--- src/rtl/slow_vram_sdram_bridge.sv ---
// Slow VRAM (32K x 16) backed by SDRAM: one-entry word-pair holding register,
// 1-deep write queue and a req/ack sequencer toward the SDRAM controller.
module slow_vram_sdram_bridge #(
  parameter int                  SDRAM_AW  = 24,
  parameter logic [SDRAM_AW-1:0] VRAM_BASE = 24'h0F0000
) (
  input  logic                CLK,
  input  logic                RESETP,
  input  logic [14:0]         SVRAM_ADDR,
  input  logic [15:0]         SVRAM_DATA_OUT,
  input  logic                BWE,
  input  logic                BOE,
  input  logic [1:0]          VRAM_CYCLE,
  output logic [31:0]         SVRAM_DATA_IN,
  output logic                SDRAM_REQ,
  output logic                SDRAM_WE,
  output logic [SDRAM_AW-1:0] SDRAM_ADDR,
  output logic [15:0]         SDRAM_DIN,
  input  logic                SDRAM_ACK,
  input  logic [31:0]         SDRAM_DOUT,
  output logic                WR_OVF,
  output logic [1:0]          DBG_STATE
);

  localparam logic [1:0] S_IDLE   = 2'd0;
  localparam logic [1:0] S_WR_REQ = 2'd1;
  localparam logic [1:0] S_RD_REQ = 2'd2;

  // Valid/ready: SDRAM_REQ rises with WE/ADDR/DIN valid and all four hold
  // steady until the one-cycle SDRAM_ACK; REQ falls on the edge that sees ACK.

  logic [1:0]          state_q, state_d;
  logic                req_q, req_d;
  logic                we_q, we_d;
  logic [SDRAM_AW-1:0] addr_q, addr_d;
  logic [15:0]         din_q, din_d;
  logic [31:0]         hold_q, hold_d;
  logic [13:0]         tag_q, tag_d;
  logic                valid_q, valid_d;
  logic [13:0]         pend_q, pend_d;
  logic                bwe_q;
  logic                wq_valid_q, wq_valid_d;
  logic [14:0]         wq_addr_q, wq_addr_d;
  logic [15:0]         wq_data_q, wq_data_d;
  logic                ovf_q, ovf_d;

  logic wr_edge;
  logic hit;
  logic [31:0] filled;

  wire unused_boe = BOE;

  function automatic logic [31:0] merge_word(input logic [31:0] w, input logic hi,
                                             input logic [15:0] d);
    merge_word = hi ? {d, w[15:0]} : {w[31:16], d};
  endfunction

  assign wr_edge = bwe_q & ~BWE;
  assign hit     = valid_q && (tag_q == SVRAM_ADDR[14:1]);

  assign SVRAM_DATA_IN = {hold_q[31:16], SVRAM_ADDR[0] ? hold_q[31:16] : hold_q[15:0]};
  assign SDRAM_REQ     = req_q;
  assign SDRAM_WE      = we_q;
  assign SDRAM_ADDR    = addr_q;
  assign SDRAM_DIN     = din_q;
  assign WR_OVF        = ovf_q;
  assign DBG_STATE     = state_q;

  always_comb begin
    state_d    = state_q;
    req_d      = req_q;
    we_d       = we_q;
    addr_d     = addr_q;
    din_d      = din_q;
    hold_d     = hold_q;
    tag_d      = tag_q;
    valid_d    = valid_q;
    pend_d     = pend_q;
    wq_valid_d = wq_valid_q;
    wq_addr_d  = wq_addr_q;
    wq_data_d  = wq_data_q;
    ovf_d      = ovf_q;
    filled     = SDRAM_DOUT;

    if (wr_edge) begin
      if (wq_valid_q) begin
        ovf_d = 1'b1;
      end else begin
        wq_valid_d = 1'b1;
        wq_addr_d  = SVRAM_ADDR;
        wq_data_d  = SVRAM_DATA_OUT;
      end
    end

    case (state_q)
      S_IDLE: begin
        if (wq_valid_q) begin
          we_d    = 1'b1;
          addr_d  = VRAM_BASE + {{(SDRAM_AW-15){1'b0}}, wq_addr_q};
          din_d   = wq_data_q;
          req_d   = 1'b1;
          state_d = S_WR_REQ;
          if (valid_q && (tag_q == wq_addr_q[14:1]))
            hold_d = merge_word(hold_q, wq_addr_q[0], wq_data_q);
        // A write edge arriving now is queued first, so the read waits for it.
        end else if (!wr_edge && !hit && (VRAM_CYCLE != 2'b11)) begin
          we_d    = 1'b0;
          addr_d  = VRAM_BASE + {{(SDRAM_AW-15){1'b0}}, SVRAM_ADDR[14:1], 1'b0};
          pend_d  = SVRAM_ADDR[14:1];
          req_d   = 1'b1;
          state_d = S_RD_REQ;
        end
      end
      S_WR_REQ: begin
        if (SDRAM_ACK) begin
          req_d      = 1'b0;
          wq_valid_d = 1'b0;
          state_d    = S_IDLE;
        end
      end
      S_RD_REQ: begin
        if (SDRAM_ACK) begin
          // Keep the fill coherent with a write queued while the read was in flight.
          if (wq_valid_q && (wq_addr_q[14:1] == pend_q))
            filled = merge_word(SDRAM_DOUT, wq_addr_q[0], wq_data_q);
          hold_d  = filled;
          tag_d   = pend_q;
          valid_d = 1'b1;
          req_d   = 1'b0;
          state_d = S_IDLE;
        end
      end
      default: begin
        req_d   = 1'b0;
        state_d = S_IDLE;
      end
    endcase
  end

  always_ff @(posedge CLK or negedge RESETP) begin
    if (!RESETP) begin
      state_q    <= S_IDLE;
      req_q      <= 1'b0;
      we_q       <= 1'b0;
      addr_q     <= '0;
      din_q      <= '0;
      hold_q     <= '0;
      tag_q      <= '0;
      valid_q    <= 1'b0;
      pend_q     <= '0;
      bwe_q      <= 1'b1;
      wq_valid_q <= 1'b0;
      wq_addr_q  <= '0;
      wq_data_q  <= '0;
      ovf_q      <= 1'b0;
    end else begin
      state_q    <= state_d;
      req_q      <= req_d;
      we_q       <= we_d;
      addr_q     <= addr_d;
      din_q      <= din_d;
      hold_q     <= hold_d;
      tag_q      <= tag_d;
      valid_q    <= valid_d;
      pend_q     <= pend_d;
      bwe_q      <= BWE;
      wq_valid_q <= wq_valid_d;
      wq_addr_q  <= wq_addr_d;
      wq_data_q  <= wq_data_d;
      ovf_q      <= ovf_d;
    end
  end

endmodule

--- config.mk ---
export PLATFORM = sky130hd
export DESIGN_NAME = slow_vram_sdram_bridge
export DESIGN_NICKNAME = d
export VERILOG_FILES = /design/src/rtl/slow_vram_sdram_bridge.sv
export SDC_FILE = /design/constraint.sdc
export NUM_CORES = 1
export LEC_CHECK = 0
export ABC_AREA = 1
export BUFFER_PORTS_ARGS = -buffer_cell sky130_fd_sc_hd__clkbuf_2
export CAP_MARGIN = 30
export CORE_AREA = 2 2 118 120
export DETAILED_ROUTE_END_ITERATION = 12
export DIE_AREA = 0 0 120 122
export PLACE_DENSITY = 0.84
export SETUP_SLACK_MARGIN = 0.2
export SYNTH_ARGS = -nofsm -noshare
export SYNTH_HDL_FRONTEND = slang
export SYNTH_SLANG_ARGS = --single-unit
--- constraint.sdc ---
create_clock -name CLK -period 3.7 [get_ports CLK]
set_input_delay 0 -clock CLK [delete_from_list [all_inputs] [get_ports CLK]]
set_output_delay 0 -clock CLK [all_outputs]
set_load 0.1 [all_outputs]
==> key figures <==
Global route
  • Global-route wire length before repair: 33500 um
  • GR Util All Layers: 29.0%
  • Vias in the first global route: 6851
  • Total grt overflow: 0
  • Initial antenna violation count: 0
  • Largest net degree at the start of global routing: 76

Synth
  • Dominant cells by area after synthesis: dfrtp_1 (41%), nand2_1 (24%), o21ai_0 (4.2%)
  • Most frequent cell after synthesis: nand2_1
  • Most used DFF post-synth: dfrtp_1
  • Cells after Synth: 1102
  • Syn avg cell area: 7.12 um^2
  • Synth top area share: 41.5%
  • Unique masters post-synth: 32
  • Post-synthesis sequential area ratio: 41.8%
  • EDFF count, synth: 0
  • Mapped cell area: 0.00785 mm^2
  • Post-synth ARST share: 100%
  • Ys Warns: 0
  • Yosys reg bits: 131
  • Synth area leader: dfrtp_1
  • Synth cell count leaders: nand2_1 (495), dfrtp_1 (130), nor2_1 (75)

Clock network
  • Worst-Skew Late Latency: 0.42 ns
  • Sink Count: 131
  • CTS root buffer: clkbuf_16
  • Max clock buf depth: 2
  • Clk pin slew, worst setup/hold paths: 0.06 ns
  • Setup Fix Bufs, Post-CTS: 0
  • PostCTS Resize Cnt: 0
  • CTS tree: built
  • H-Tree Depth: 4
  • Cts hold-fix bufs: 38
  • Inserted Clock Buffers: 17

Timing
  • Period utilisation layout: 67.5%
  • Setup TNS: 0 ns
  • Worst clock skew: 0.00738 ns
  • Final count of negative-setup-slack endpoints: 0
  • Slew headroom: 39.8%
  • WHS: 0.00403 ns
  • Fmax: 401 MHz
  • Worst Tran Pin Value: 0.901 ns
  • Slew Viols, Final: 0
  • Final hold vios: 0
  • Unrepaired setup endpoints after global routing: no
  • Post-route minimum period: 2.50 ns

Place
  • PortBufs: 140
  • Gpl congestion: 0.879
  • Post-DP Area: 0.00830 mm^2
  • Post-DP HPWL: 13400 um

Detailed routing
  • Pre-Repair DR Iteration Count: 5
  • Routed Antenna Nets: 0
  • Iter 0 DRT Violations: 705
  • Via count: 7358
  • WL per Instance: 14.3 um
  • Number of vias per cell: 5.15
  • Total Wirelength: 20400 um
  • DRC Markers: 0

Critical path
  • CP required: 4.06 ns
  • Worst r2r path cells: 9
  • Kind of critical path: reg2reg
  • Crit path DAT: 2.86 ns
  • Peak fanout along the critical path: 33
  • Worst setup EP type: register
  • Startpoint Class: register

Floorplan
  • Core Area: 0.0135 mm^2
  • DIE HEIGHT: 122 um
  • Row Count: 43
  • Die area: 0.0146 mm^2
  • Initial core utilization: 58.1%
  • Die width: 120 um
  • Ports: 147

Worst hold path
  • Hold Path Class: in2reg
  • Worst hold stages: 7

Outcome
  • Status: finished clean

Job
  • Max_cap viols: 0

Finish
  • Fin area: 0.00923 mm^2
  • Layout Nets: 1309
  • Area grow syn2layout: 17.7%
  • N_diodes: 0
  • Post-Route Utilization: 68.4%
  • Fraction of layout cells with a size suffix above 1: 22.2%
metal layers:
layer | vias up | track usage, % | part of all wire, %
met2 | 277 | 46.7 | 47
met1 | 3423 | 40.4 | 44
met4 | 0 | 8.53 | 1.4
met3 | 25 | 5.15 | 7.5
li1 | 3633 | - | -
met5 | - | 0 | 0
layout by cell type, fill, tap and decap left out, drive strengths merged:
master	count
nand2	500
clkbuf	163
dfrtp	130
inv	80
o21ai	80
nor2	79
nand3	53
a21oi	51
dlygate4sd3	38
or2	33
buf	16
clkinv	8
xnor2	6
conb	5
ha	3
mux2	1
a21o	1
dfstp	1
kinds of logic (layout without fill, tap and decap cells):
group           after synthesis  in the layout  synth area share [%]
simple gates                665            665                  36.3
flops                       131            131                  41.8
mux                           1              1                 0.143
fa+ha+maj                     3              3                 0.478
buf+inv                     163            305                  11.5
compound gates              132            132                  9.07
xor+xnor                      6              6                 0.670
other cells                   1              5                0.0478
stage by stage:
stage	worst slack, ns	cells
floorplan	1.35	1106
finish	1.20	1428
detailed placement	0.994	1357
global placement	1.13	1356
global route	0.937	1428
CTS	0.974	1426
path summary, 6_finish.rpt:
| check | from | to | slack [ns] |
|---|---|---|---|
| worst max-delay path | DBG_STATE[0] | hold_q[27] | 1.20 |
| worst min-delay path | SDRAM_DOUT[7] | hold_q[7] | 0.004 |
| worst max register to register | DBG_STATE[0] | hold_q[27] | 1.20 |
| worst min register to register | WR_OVF | WR_OVF | 0.46 |
| max in group asynchronous | RESETP | hold_q[11] | 2.83 |
| min in group asynchronous | RESETP | WR_OVF | 0.13 |
final cells by class:
class | instances | area [um^2]
Clock buffer | 24 | 462
Timing Repair Buffer | 193 | 1250
Tap cell | 180 | 225
Multi-Input combinational cell | 812 | 3680
Fill cell | 1109 | 4270
Inverter | 81 | 304
Clock inverter | 7 | 35.0
Sequential cell | 131 | 3280
state kept, by name, indices dropped and copies added (netlist names):
name        cells
SDRAM_REQ       1
valid_q         1
DBG_STATE       2
hold_q         32
pend_q         14
wq_valid_q      1
SDRAM_WE        1
wq_data_q      16
SDRAM_DIN      16
wq_addr_q      15
SDRAM_ADDR     16
tag_q          14
bwe_q           1
WR_OVF          1
critical path, stage by stage, from the launching register on:
cell and delay (ns):
dfrtp_1 0.39, inv_1 0.09, ha_1 0.21, inv_1 0.65, nor2_1 0.13, a21oi_1 0.18, nand2_2 0.42, nor2_1 0.23
nand2_1 0.07, nand2_1 0.06
Power is not shown: default switching activity piles up to over one toggle a cycle in this logic, so the estimate is an artifact.
